[src/rtl/tick_gen_pkg.sv]
// Shared types and default constants for the frame tick generator.
package tick_gen_pkg;

  localparam int unsigned H_LAST_DEF          = 32'd639;
  localparam int unsigned V_LAST_DEF          = 32'd479;
  // 10 ms of key stability at a 25 MHz pixel clock
  localparam int unsigned DEBOUNCE_CYCLES_DEF = 32'd250000;

  typedef enum logic [1:0] {
    RUN       = 2'd0,
    STEP_IDLE = 2'd1,
    STEP_HELD = 2'd2
  } tick_state_e;

  function automatic logic is_step_state(input tick_state_e s);
    return (s != RUN);
  endfunction

endpackage

[src/rtl/key_debouncer.sv]
// Two-flop synchroniser plus counter debouncer for one push-button.
// press_o pulses for one cycle after the stable level falls 1->0.
module key_debouncer #(
  parameter int unsigned DEBOUNCE_CYCLES = 32'd4,
  parameter logic        RESET_LEVEL     = 1'b1
) (
  input  logic clk,
  input  logic rst_n,
  input  logic key_i,
  output logic stable_o,
  output logic press_o
);

  localparam int unsigned    CNT_W    = $clog2(DEBOUNCE_CYCLES);
  localparam logic [CNT_W-1:0] CNT_LAST = CNT_W'(DEBOUNCE_CYCLES - 32'd1);

  logic             sync1_q, sync1_d;
  logic             sync2_q, sync2_d;
  logic             stable_q, stable_d;
  logic             press_q, press_d;
  logic [CNT_W-1:0] cnt_q, cnt_d;

  // Next-state: accept a new level only after it has differed for DEBOUNCE_CYCLES clocks
  always_comb begin
    sync1_d  = key_i;
    sync2_d  = sync1_q;
    stable_d = stable_q;
    cnt_d    = cnt_q;
    if (sync2_q != stable_q) begin
      if (cnt_q == CNT_LAST) begin
        stable_d = sync2_q;
        cnt_d    = {CNT_W{1'b0}};
      end else begin
        cnt_d    = cnt_q + {{(CNT_W-1){1'b0}}, 1'b1};
      end
    end else begin
      cnt_d = {CNT_W{1'b0}};
    end
    press_d = stable_q & ~stable_d;
  end

  // State registers
  always_ff @(posedge clk or negedge rst_n) begin
    if (!rst_n) begin
      sync1_q  <= RESET_LEVEL;
      sync2_q  <= RESET_LEVEL;
      stable_q <= RESET_LEVEL;
      press_q  <= 1'b0;
      cnt_q    <= {CNT_W{1'b0}};
    end else begin
      sync1_q  <= sync1_d;
      sync2_q  <= sync2_d;
      stable_q <= stable_d;
      press_q  <= press_d;
      cnt_q    <= cnt_d;
    end
  end

  assign stable_o = stable_q;
  assign press_o  = press_q;

endmodule

[src/rtl/frame_tick_generator.sv]
// Game tick source: one-cycle tick per (frame_div+1) frame events in run mode, per key press in step mode.
// Define FRAME_TICK_AUTOREPEAT_EN to autorepeat a held key after REPEAT_DELAY frame events.
module frame_tick_generator
  import tick_gen_pkg::*;
#(
  parameter int unsigned COORD_W         = 32'd10,
  parameter int unsigned H_LAST          = H_LAST_DEF,
  parameter int unsigned V_LAST          = V_LAST_DEF,
  parameter int unsigned DIV_W           = 32'd4,
  parameter int unsigned DEBOUNCE_CYCLES = DEBOUNCE_CYCLES_DEF,
  parameter int unsigned CNT_W           = 32'd16,
  parameter int unsigned REPEAT_DELAY    = 32'd30
) (
  input  logic               clk,
  input  logic               rst_n,
  input  logic               step_mode_sw,
  input  logic               key_n,
  input  logic               pause,
  input  logic [COORD_W-1:0] pixel_x,
  input  logic [COORD_W-1:0] pixel_y,
  input  logic [DIV_W-1:0]   frame_div,
  output logic               tick,
  output logic [CNT_W-1:0]   tick_count,
  output logic               mode_is_step
);

  if (DEBOUNCE_CYCLES < 32'd2 || REPEAT_DELAY < 32'd1) begin : g_param_guard
    $error("frame_tick_generator: DEBOUNCE_CYCLES must be >= 2 and REPEAT_DELAY >= 1");
  end

  localparam logic [COORD_W-1:0] X_LAST = COORD_W'(H_LAST);
  localparam logic [COORD_W-1:0] Y_LAST = COORD_W'(V_LAST);

  logic              sw_meta_q, sw_sync_q;
  logic              key_stable_s, key_press_s;
  logic              frame_end_s, frame_end_q, frame_event_s;
  logic              mode_change_s, repeat_fire_s;
  tick_state_e       state_q, state_d;
  logic [DIV_W-1:0]  div_q, div_d;
  logic              tick_q, tick_d;
  logic [CNT_W-1:0]  count_q, count_d;
  logic              mode_q, mode_d;

  key_debouncer #(
    .DEBOUNCE_CYCLES (DEBOUNCE_CYCLES),
    .RESET_LEVEL     (1'b1)
  ) u_key_db (
    .clk      (clk),
    .rst_n    (rst_n),
    .key_i    (key_n),
    .stable_o (key_stable_s),
    .press_o  (key_press_s)
  );

  assign frame_end_s   = (pixel_x == X_LAST) && (pixel_y == Y_LAST);
  assign frame_event_s = frame_end_s & ~frame_end_q;

  // Mode FSM next state
  always_comb begin
    state_d = state_q;
    case (state_q)
      RUN: begin
        if (sw_sync_q) state_d = STEP_IDLE;
        else           state_d = RUN;
      end
      STEP_IDLE: begin
        if (!sw_sync_q)       state_d = RUN;
        else if (key_press_s) state_d = STEP_HELD;
        else                  state_d = STEP_IDLE;
      end
      STEP_HELD: begin
        if (!sw_sync_q)        state_d = RUN;
        else if (key_stable_s) state_d = STEP_IDLE;
        else                   state_d = STEP_HELD;
      end
      default: state_d = RUN;
    endcase
    mode_d        = is_step_state(state_d);
    mode_change_s = (is_step_state(state_q) != is_step_state(state_d));
  end

`ifdef FRAME_TICK_AUTOREPEAT_EN
  localparam int unsigned       HOLD_W    = $clog2(REPEAT_DELAY + 32'd1);
  localparam logic [HOLD_W-1:0] HOLD_LAST = HOLD_W'(REPEAT_DELAY);

  logic [HOLD_W-1:0] hold_q, hold_d;

  // Hold counter: counts frame events while the key stays held, saturating at REPEAT_DELAY
  always_comb begin
    hold_d        = hold_q;
    repeat_fire_s = 1'b0;
    if (state_q == STEP_HELD && state_d == STEP_HELD) begin
      if (frame_event_s) begin
        if (hold_q == HOLD_LAST) begin
          repeat_fire_s = 1'b1;
        end else begin
          hold_d = hold_q + {{(HOLD_W-1){1'b0}}, 1'b1};
        end
      end else begin
        hold_d = hold_q;
      end
    end else begin
      hold_d = {HOLD_W{1'b0}};
    end
  end

  // Hold counter register
  always_ff @(posedge clk or negedge rst_n) begin
    if (!rst_n) hold_q <= {HOLD_W{1'b0}};
    else        hold_q <= hold_d;
  end
`else
  assign repeat_fire_s = 1'b0;
`endif

  // Tick and divider: only the current state's source counts, nothing fires on a mode change
  always_comb begin
    div_d  = div_q;
    tick_d = 1'b0;
    if (mode_change_s) begin
      div_d = {DIV_W{1'b0}};
    end else if (pause) begin
      div_d = div_q;
    end else if (state_q == RUN && frame_event_s) begin
      if (div_q >= frame_div) begin
        tick_d = 1'b1;
        div_d  = {DIV_W{1'b0}};
      end else begin
        div_d  = div_q + {{(DIV_W-1){1'b0}}, 1'b1};
      end
    end else if (state_q == STEP_IDLE && key_press_s) begin
      tick_d = 1'b1;
    end else if (repeat_fire_s) begin
      tick_d = 1'b1;
    end else begin
      tick_d = 1'b0;
    end
    if (tick_d) count_d = count_q + {{(CNT_W-1){1'b0}}, 1'b1};
    else        count_d = count_q;
  end

  // State registers; frame_end_q resets high so a pixel parked on the last coordinate cannot fire at release
  always_ff @(posedge clk or negedge rst_n) begin
    if (!rst_n) begin
      sw_meta_q   <= 1'b0;
      sw_sync_q   <= 1'b0;
      frame_end_q <= 1'b1;
      state_q     <= RUN;
      div_q       <= {DIV_W{1'b0}};
      tick_q      <= 1'b0;
      count_q     <= {CNT_W{1'b0}};
      mode_q      <= 1'b0;
    end else begin
      sw_meta_q   <= step_mode_sw;
      sw_sync_q   <= sw_meta_q;
      frame_end_q <= frame_end_s;
      state_q     <= state_d;
      div_q       <= div_d;
      tick_q      <= tick_d;
      count_q     <= count_d;
      mode_q      <= mode_d;
    end
  end

  assign tick         = tick_q;
  assign tick_count   = count_q;
  assign mode_is_step = mode_q;

endmodule

[config.mk]
export PLATFORM = sky130hd
export DESIGN_NAME = frame_tick_generator
export DESIGN_NICKNAME = d
export VERILOG_FILES = /design/src/rtl/tick_gen_pkg.sv /design/src/rtl/key_debouncer.sv /design/src/rtl/frame_tick_generator.sv
export SDC_FILE = /design/constraint.sdc
export NUM_CORES = 1
export LEC_CHECK = 0
export CAP_MARGIN = 20
export CORE_MARGIN = 5
export CORE_UTILIZATION = 65
export DETAILED_ROUTE_END_ITERATION = 6
export DONT_BUFFER_PORTS = 1
export GPL_TIMING_DRIVEN = 0
export PLACE_DENSITY = 0.83
export SYNTH_ARGS = -nofsm -noshare
export SYNTH_HDL_FRONTEND = slang
export SYNTH_SLANG_ARGS = --single-unit
export TNS_END_PERCENT = 50
[constraint.sdc]
create_clock -name clk -period 3.4 [get_ports clk]
set_clock_uncertainty 0.2 [all_clocks]
set_input_delay 0.68 -clock clk [delete_from_list [all_inputs] [get_ports clk]]
set_output_delay 0.68 -clock clk [all_outputs]
set_load 0.1 [all_outputs]
Yosys cells after proc, flatten, opt, wreduce, memory -nomap -nowiden
Index checks and enable logic that the tools add are counted.
{"block": "totals", "register_bits": 49, "in_bits": 29, "output_inout_bits": 18, "word_cells": 56}
{"block": "op_classes", "addsub": 3, "order_cmp": 1, "eq_ne": 8, "n_mux": 19, "bitwise": 4, "reduce_logical": 8}
{"op": "2-to-1 mux 18 bit", "n": 2}
{"op": "adder 18 x 1 -> 18 bit (second input constant)", "n": 1}
{"op": "== test 18 bit (second input constant)", "n": 1}
{"op": "adder 16 x 1 -> 16 bit (second input constant)", "n": 1}
{"op": "2-to-1 mux 4 bit", "n": 4}
{"op": "== test 10 bit (second input constant)", "n": 1}
{"op": "== test 10 x 9 -> 1 bit (second input constant)", "n": 1}
{"op": "2-to-1 mux 1 bit", "n": 8}
{"op": "2-to-1 mux 2 bit", "n": 4}
{"op": "one-hot mux 2 bit (3 select lines)", "n": 1}
{"op": "nonzero test 2 bit", "n": 3}
{"op": "adder 4 x 1 -> 4 bit (second input constant)", "n": 1}
{"op": "greater-or-equal comparator 4 bit", "n": 1}
{"op": "logical AND 1 bit", "n": 3}
{"op": "bitwise AND 1 bit", "n": 2}
{"op": "== test 2 x 1 -> 1 bit (second input constant)", "n": 1}
{"op": "== test 2 bit (second input constant)", "n": 1}
{"op": "zero test 2 bit", "n": 1}
{"op": "inequality test 1 bit", "n": 2}
{"op": "inequality test 2 x 1 -> 1 bit (second input constant)", "n": 1}
{"op": "NOT 1 bit", "n": 2}
{"op": "AND reduction 2 bit", "n": 1}

Depth between registers and ports, before layout
{"block": "depth", "depth_word": 7, "depth_mapped": 9, "mapped_depth_nobuf": 8}

Hierarchy
Synthesis repeated with hierarchy kept, for this count alone.
{"block": "unflattened", "hier_cells": 241, "area_unflattened_um2": 2516.2}
{"module": "frame_tick_generator", "instances": 1, "cells_per_inst": 140, "area_per_inst_um2": 1448.9, "seq_area_each_um2": 676.9}
{"module": "key_debouncer", "instances": 1, "cells_per_inst": 101, "area_per_inst_um2": 1067.3, "seq_area_each_um2": 554.3}

Worst setup path before layout
Ideal clock, no wire load.
{"block": "synth_path", "path_type": "input to register", "start": "input frame_div[0]", "end": "register count_q[13], in the netlist tick_count[13]", "setup_time_ns": 0.158, "t_arrival_ns": 2.169, "required_time_ns": 3.042, "setup_slack_ns": 0.873, "stages": 8, "n_path_buf": 1, "cell_sequence": "ha_1 -> nand2b_1 -> a2111oi_0 -> or3_1 -> o21ai_4 -> buf_6 -> nand4_1 -> xnor2_1"}
{"block": "synth_between", "elab_chain_cells": 5}
{"item": "start: declaration", "line": "frame_tick_generator.sv:21", "text": "input logic [DIV_W-1:0] frame_div,"}
{"item": "greater-or-equal comparator 4 bit", "line": "frame_tick_generator.sv:125", "text": "if (div_q >= frame_div) begin"}
{"item": "2-to-1 mux 1 bit", "line": "frame_tick_generator.sv:125"}
{"item": "2-to-1 mux 1 bit", "line": "frame_tick_generator.sv:124", "text": "end else if (state_q == RUN && frame_event_s) begin"}
{"item": "2-to-1 mux 1 bit", "line": "frame_tick_generator.sv:122", "text": "end else if (pause) begin"}
{"item": "2-to-1 mux 1 bit", "line": "frame_tick_generator.sv:120", "text": "if (mode_change_s) begin"}
{"item": "net tick_d", "line": "frame_tick_generator.sv:40", "text": "logic tick_q, tick_d;"}
{"item": "end signal: assignment", "line": "frame_tick_generator.sv:151", "text": "count_q <= {CNT_W{1'b0}};"}
{"item": "end signal: assignment", "line": "frame_tick_generator.sv:160", "text": "count_q <= count_d;"}
{"item": "end: declaration", "line": "frame_tick_generator.sv:41", "text": "logic [CNT_W-1:0] count_q, count_d;"}
The timed path passes the listed nets, and every way through them passes these cells.
A chain may end at the register's enable or synchronous reset.

Final worst setup path
{"block": "layout_path", "start": "register div_q[0]", "end": "register count_q[13], in the netlist tick_count[13]"}
{"block": "layout_between", "elab_chain_cells": 5}
{"item": "start: declaration", "line": "frame_tick_generator.sv:39", "text": "logic [DIV_W-1:0] div_q, div_d;"}
{"item": "start signal: assignment", "line": "frame_tick_generator.sv:149", "text": "div_q <= {DIV_W{1'b0}};"}
{"item": "start signal: assignment", "line": "frame_tick_generator.sv:158", "text": "div_q <= div_d;"}
{"item": "greater-or-equal comparator 4 bit", "line": "frame_tick_generator.sv:125"}
{"item": "2-to-1 mux 1 bit", "line": "frame_tick_generator.sv:125"}
{"item": "2-to-1 mux 1 bit", "line": "frame_tick_generator.sv:124"}
{"item": "2-to-1 mux 1 bit", "line": "frame_tick_generator.sv:122"}
{"item": "2-to-1 mux 1 bit", "line": "frame_tick_generator.sv:120"}
{"item": "net tick_d", "line": "frame_tick_generator.sv:40"}
The timed path passes the listed nets, and every way through them passes these cells.

==> flow_summary.json <==
{
  "async_flop_share_pct": 100,
  "reg2reg_depth": 9,
  "powerDensity_nw_per_um2": 377,
  "cts_tree": "built",
  "hold_path_end": "u_key_db.sync1_q",
  "p_leak_uw": 0.00110,
  "slowest_stage": "a2111oi_0",
  "timing.fmax_mhz": 388,
  "clkSinkCount": 49,
  "synth_cell_type_count": 36,
  "clkPwrFrac_pct": 31.1,
  "synth.avg_cell_area_um2": 10.8,
  "drc": 0,
  "antenna_found_initial": 0,
  "start_util_pct": 67.8,
  "globalRouteOverflowTotal": 0,
  "startpoint": "div_q[0]",
  "areaGrowthSynthToFinish_pct": 7.13,
  "die_h_um": 69.5,
  "slew_violations": 0,
  "rsz0062_at_grt": "no",
  "wl_per_cell_um": 16.7,
  "ys_ff_latch": 49,
  "p_int_uw": 709,
  "worst_pin_slew_ns": 1.02,
  "vdd_ir_drop_max_v": 0.000331,
  "grt_pass1_wl_um": 7600,
  "seq_area_frac_synth_pct": 53.5,
  "synth_area_leaders": "dfrtp_1 49%, xnor2_1 8.8%, dfstp_2 4.6%",
  "final_util_pct": 72.7,
  "synthesis.area_um2": 2300,
  "synth_warnings": 0,
  "yosysTopAreaCell": "dfrtp_1",
  "drive_gt1_share_pct": 8.56,
  "syn-num-nets": 248,
  "regToRegSetupSlack_ns": 0.82,
  "rows": 21,
  "vias": 1633,
  "min_from": "key_n",
  "switching_share_pct": 23.6,
  "ctsHtreeMaxLevel": 2,
  "final.setup.tns_ns": 0,
  "grt_usage_pct": 20.0,
  "hp-class": "primary input to flop",
  "numPortBuffers": 0,
  "instances_no_fill": 268,
  "postCtsSetupBuffers": 0,
  "fin_crit_ns": 2.58,
  "synth_flop_cell": "dfrtp_1",
  "dp_cells": 258,
  "nFillCells": 230,
  "synth_cells": 212,
  "core_area_um2": 3390,
  "ios": 47,
  "synth_top_area_share_pct": 49.0,
  "wirelength_um": 4470,
  "worstPathCellList": "inv_1, ha_1, nand2b_1, a2111oi_0, or3_1, o21ai_4, buf_6, nand4_1, xnor2_1",
  "drt_iter0_drc": 81,
  "dr.pass1.iters": 4,
  "cts-root-buf": "clkbuf_4",
  "grt_pass1_vias": 1644,
  "fp.dieArea_um2": 4830,
  "clk_latency_ns": 0.37,
  "grt_max_degree": 50,
  "setup_viol": 0,
  "fp.dieW_um": 69.5,
  "switching_power_uw": 219,
  "regArea_um2": 1230,
  "start_kind": "flop",
  "place_hpwl_um": 3270,
  "multiInputGateArea_um2": 1030,
  "synth_edf_count": 0,
  "r2r_start": "div_q[0]",
  "slowest_delay_ns": 0.62,
  "comb_power_share_pct": 4.1,
  "min_period_over_period_pct": 75.8,
  "nets": 257,
  "rr_endpoint": "tick_count[13]",
  "postRouteAntennaNets": 0,
  "seqPwrFrac_pct": 64.8,
  "viasPerCell": 6.09,
  "finalHoldViolations": 0,
  "cp.arrival_ns": 2.61,
  "antennaDiodeCount": 0,
  "cp_max_fo": 10,
  "status": "finished clean",
  "gp_congestion": 0.850,
  "clk_path_buf_depth": 2,
  "path_clk_slew_ns": 0.14,
  "crit_path_end_kind": "flop",
  "cts_buffers": 5,
  "crit_type": "flop to flop",
  "whs_path_depth": 0,
  "required_ns": 3.43,
  "max_slew_margin_pct": 31.8,
  "maxCapViolCount": 0
}
worst max path at each step:
stage               slack, ns        endpoint  cells after the start
detailed placement       0.60  tick_count[13]                      8
finish                   0.82  tick_count[13]                      9
global placement         0.74  tick_count[15]                      8
global route             0.66  tick_count[15]                      9
CTS                      0.83  tick_count[13]                      9
floorplan                0.87  tick_count[13]                      8
metal layers:
metal / wire length, um / global-route usage [%] / vias to the layer above
met2: 2360 / 33.4 / 50
met5: 0 / 0 / -
met3: 244 / 7.10 / 12
met4: 106 / 8.89 / 0
met1: 1750 / 23.2 / 812
li1: - / - / 759
power by group through the flow:
stage               logic (uW)  registers [uW]  clock network [uW]
floorplan                 17.7             610                   0
finish                    38.1             601                 289
detailed placement        22.4             612                   0
global placement          20.3             611                   0
CTS                       38.6             601                 295
global route              44.3             602                 326
flip-flops by register name (all words and copies together), names as in the netlist, 2 cells and up:
signal          flops
div_q               4
state_q             2
tick_count         16
u_key_db.cnt_q     18
critical path, delay by kind of cell, from the launching register on:
kind / cells / cell delay [ns]
AND/OR/NAND/NOR: 3 / 0.51
flip-flops: 1 / 0.40
buffers and inverters: 2 / 0.23
AO/OA/AOI/OAI: 2 / 0.74
XOR/XNOR: 1 / 0.09
adder cells (fa/ha/maj): 1 / 0.27
final cells by class:
| cell class | instances | area share, % |
|---|---|---|
| multi-input combinational | 154 | 41.6 |
| clock inverter | 2 | 0.711 |
| inverter | 6 | 0.914 |
| buffer | 3 | 0.813 |
| sequential | 49 | 50.0 |
| tap | 46 | 2.34 |
| timing repair buffer | 2 | 1.52 |
| clock buffer | 6 | 2.08 |
cells in the mapped netlist (2+ instances only):
| master | count |
|---|---|
| o21ai_0 | 2 |
| xnor2_1 | 23 |
| o21a_1 | 2 |
| dfrtp_1 | 45 |
| dfstp_2 | 4 |
| nand2_1 | 12 |
| xor2_1 | 10 |
| nor4_1 | 5 |
| mux2_2 | 3 |
| nand4b_1 | 2 |
| a21oi_1 | 3 |
| inv_1 | 6 |
| nor3_1 | 5 |
| nor2_1 | 26 |
| nand3_1 | 9 |
| ha_1 | 7 |
| nand3b_1 | 4 |
| and3_1 | 9 |
| nor2b_1 | 3 |
| nand4_1 | 16 |
what timing repair did:
| action | CTS | global route |
|---|---|---|
| hold endpoints to repair | 49 | 0 |
| hold buffers | 2 | 0 |
| resized for setup | 0 | 0 |
metrics by stage:
stage               setup WS [ns]  hold WS (ns)  cell area, um2  power (uW)
floorplan                   0.873         0.131            2300         628
global placement            0.745         0.134            2360         631
detailed placement          0.597         0.142            2360         634
CTS                         0.831        0.0697            2460         934
global route                0.656        0.0322            2460         972
finish                      0.822        0.0793            2460         928
logic make-up (layout without fill, tap and decap cells):
logic type,Yosys count,count (layout),synth area share [%]
fa+ha+maj,7,7,3.81
flops,49,49,53.5
compound gates,13,13,4.14
xor+xnor,33,33,12.6
mux,3,3,1.47
buf+inv,9,19,1.85
simple gates,98,98,22.6
cells in the final DEF (no fill, tap or decap), types with 2 or more instances in the layout:
master    synthesis  final
a21oi_1           3      3
and3_1            9      9
clkbuf_4          0      5
dfrtp_1          45     45
dfstp_2           4      4
ha_1              7      7
inv_1             6      6
mux2_2            3      3
nand2_1          12     12
nand3_1           9      9
nand3b_1          4      4
nand4_1          16     16
nand4b_1          2      2
nor2_1           26     26
nor2b_1           3      3
nor3_1            5      5
nor4_1            5      5
o21a_1            2      2
o21ai_0           2      2
xnor2_1          23     23
xor2_1           10     10
No activity file was read; power rests on OpenSTA's default activity.
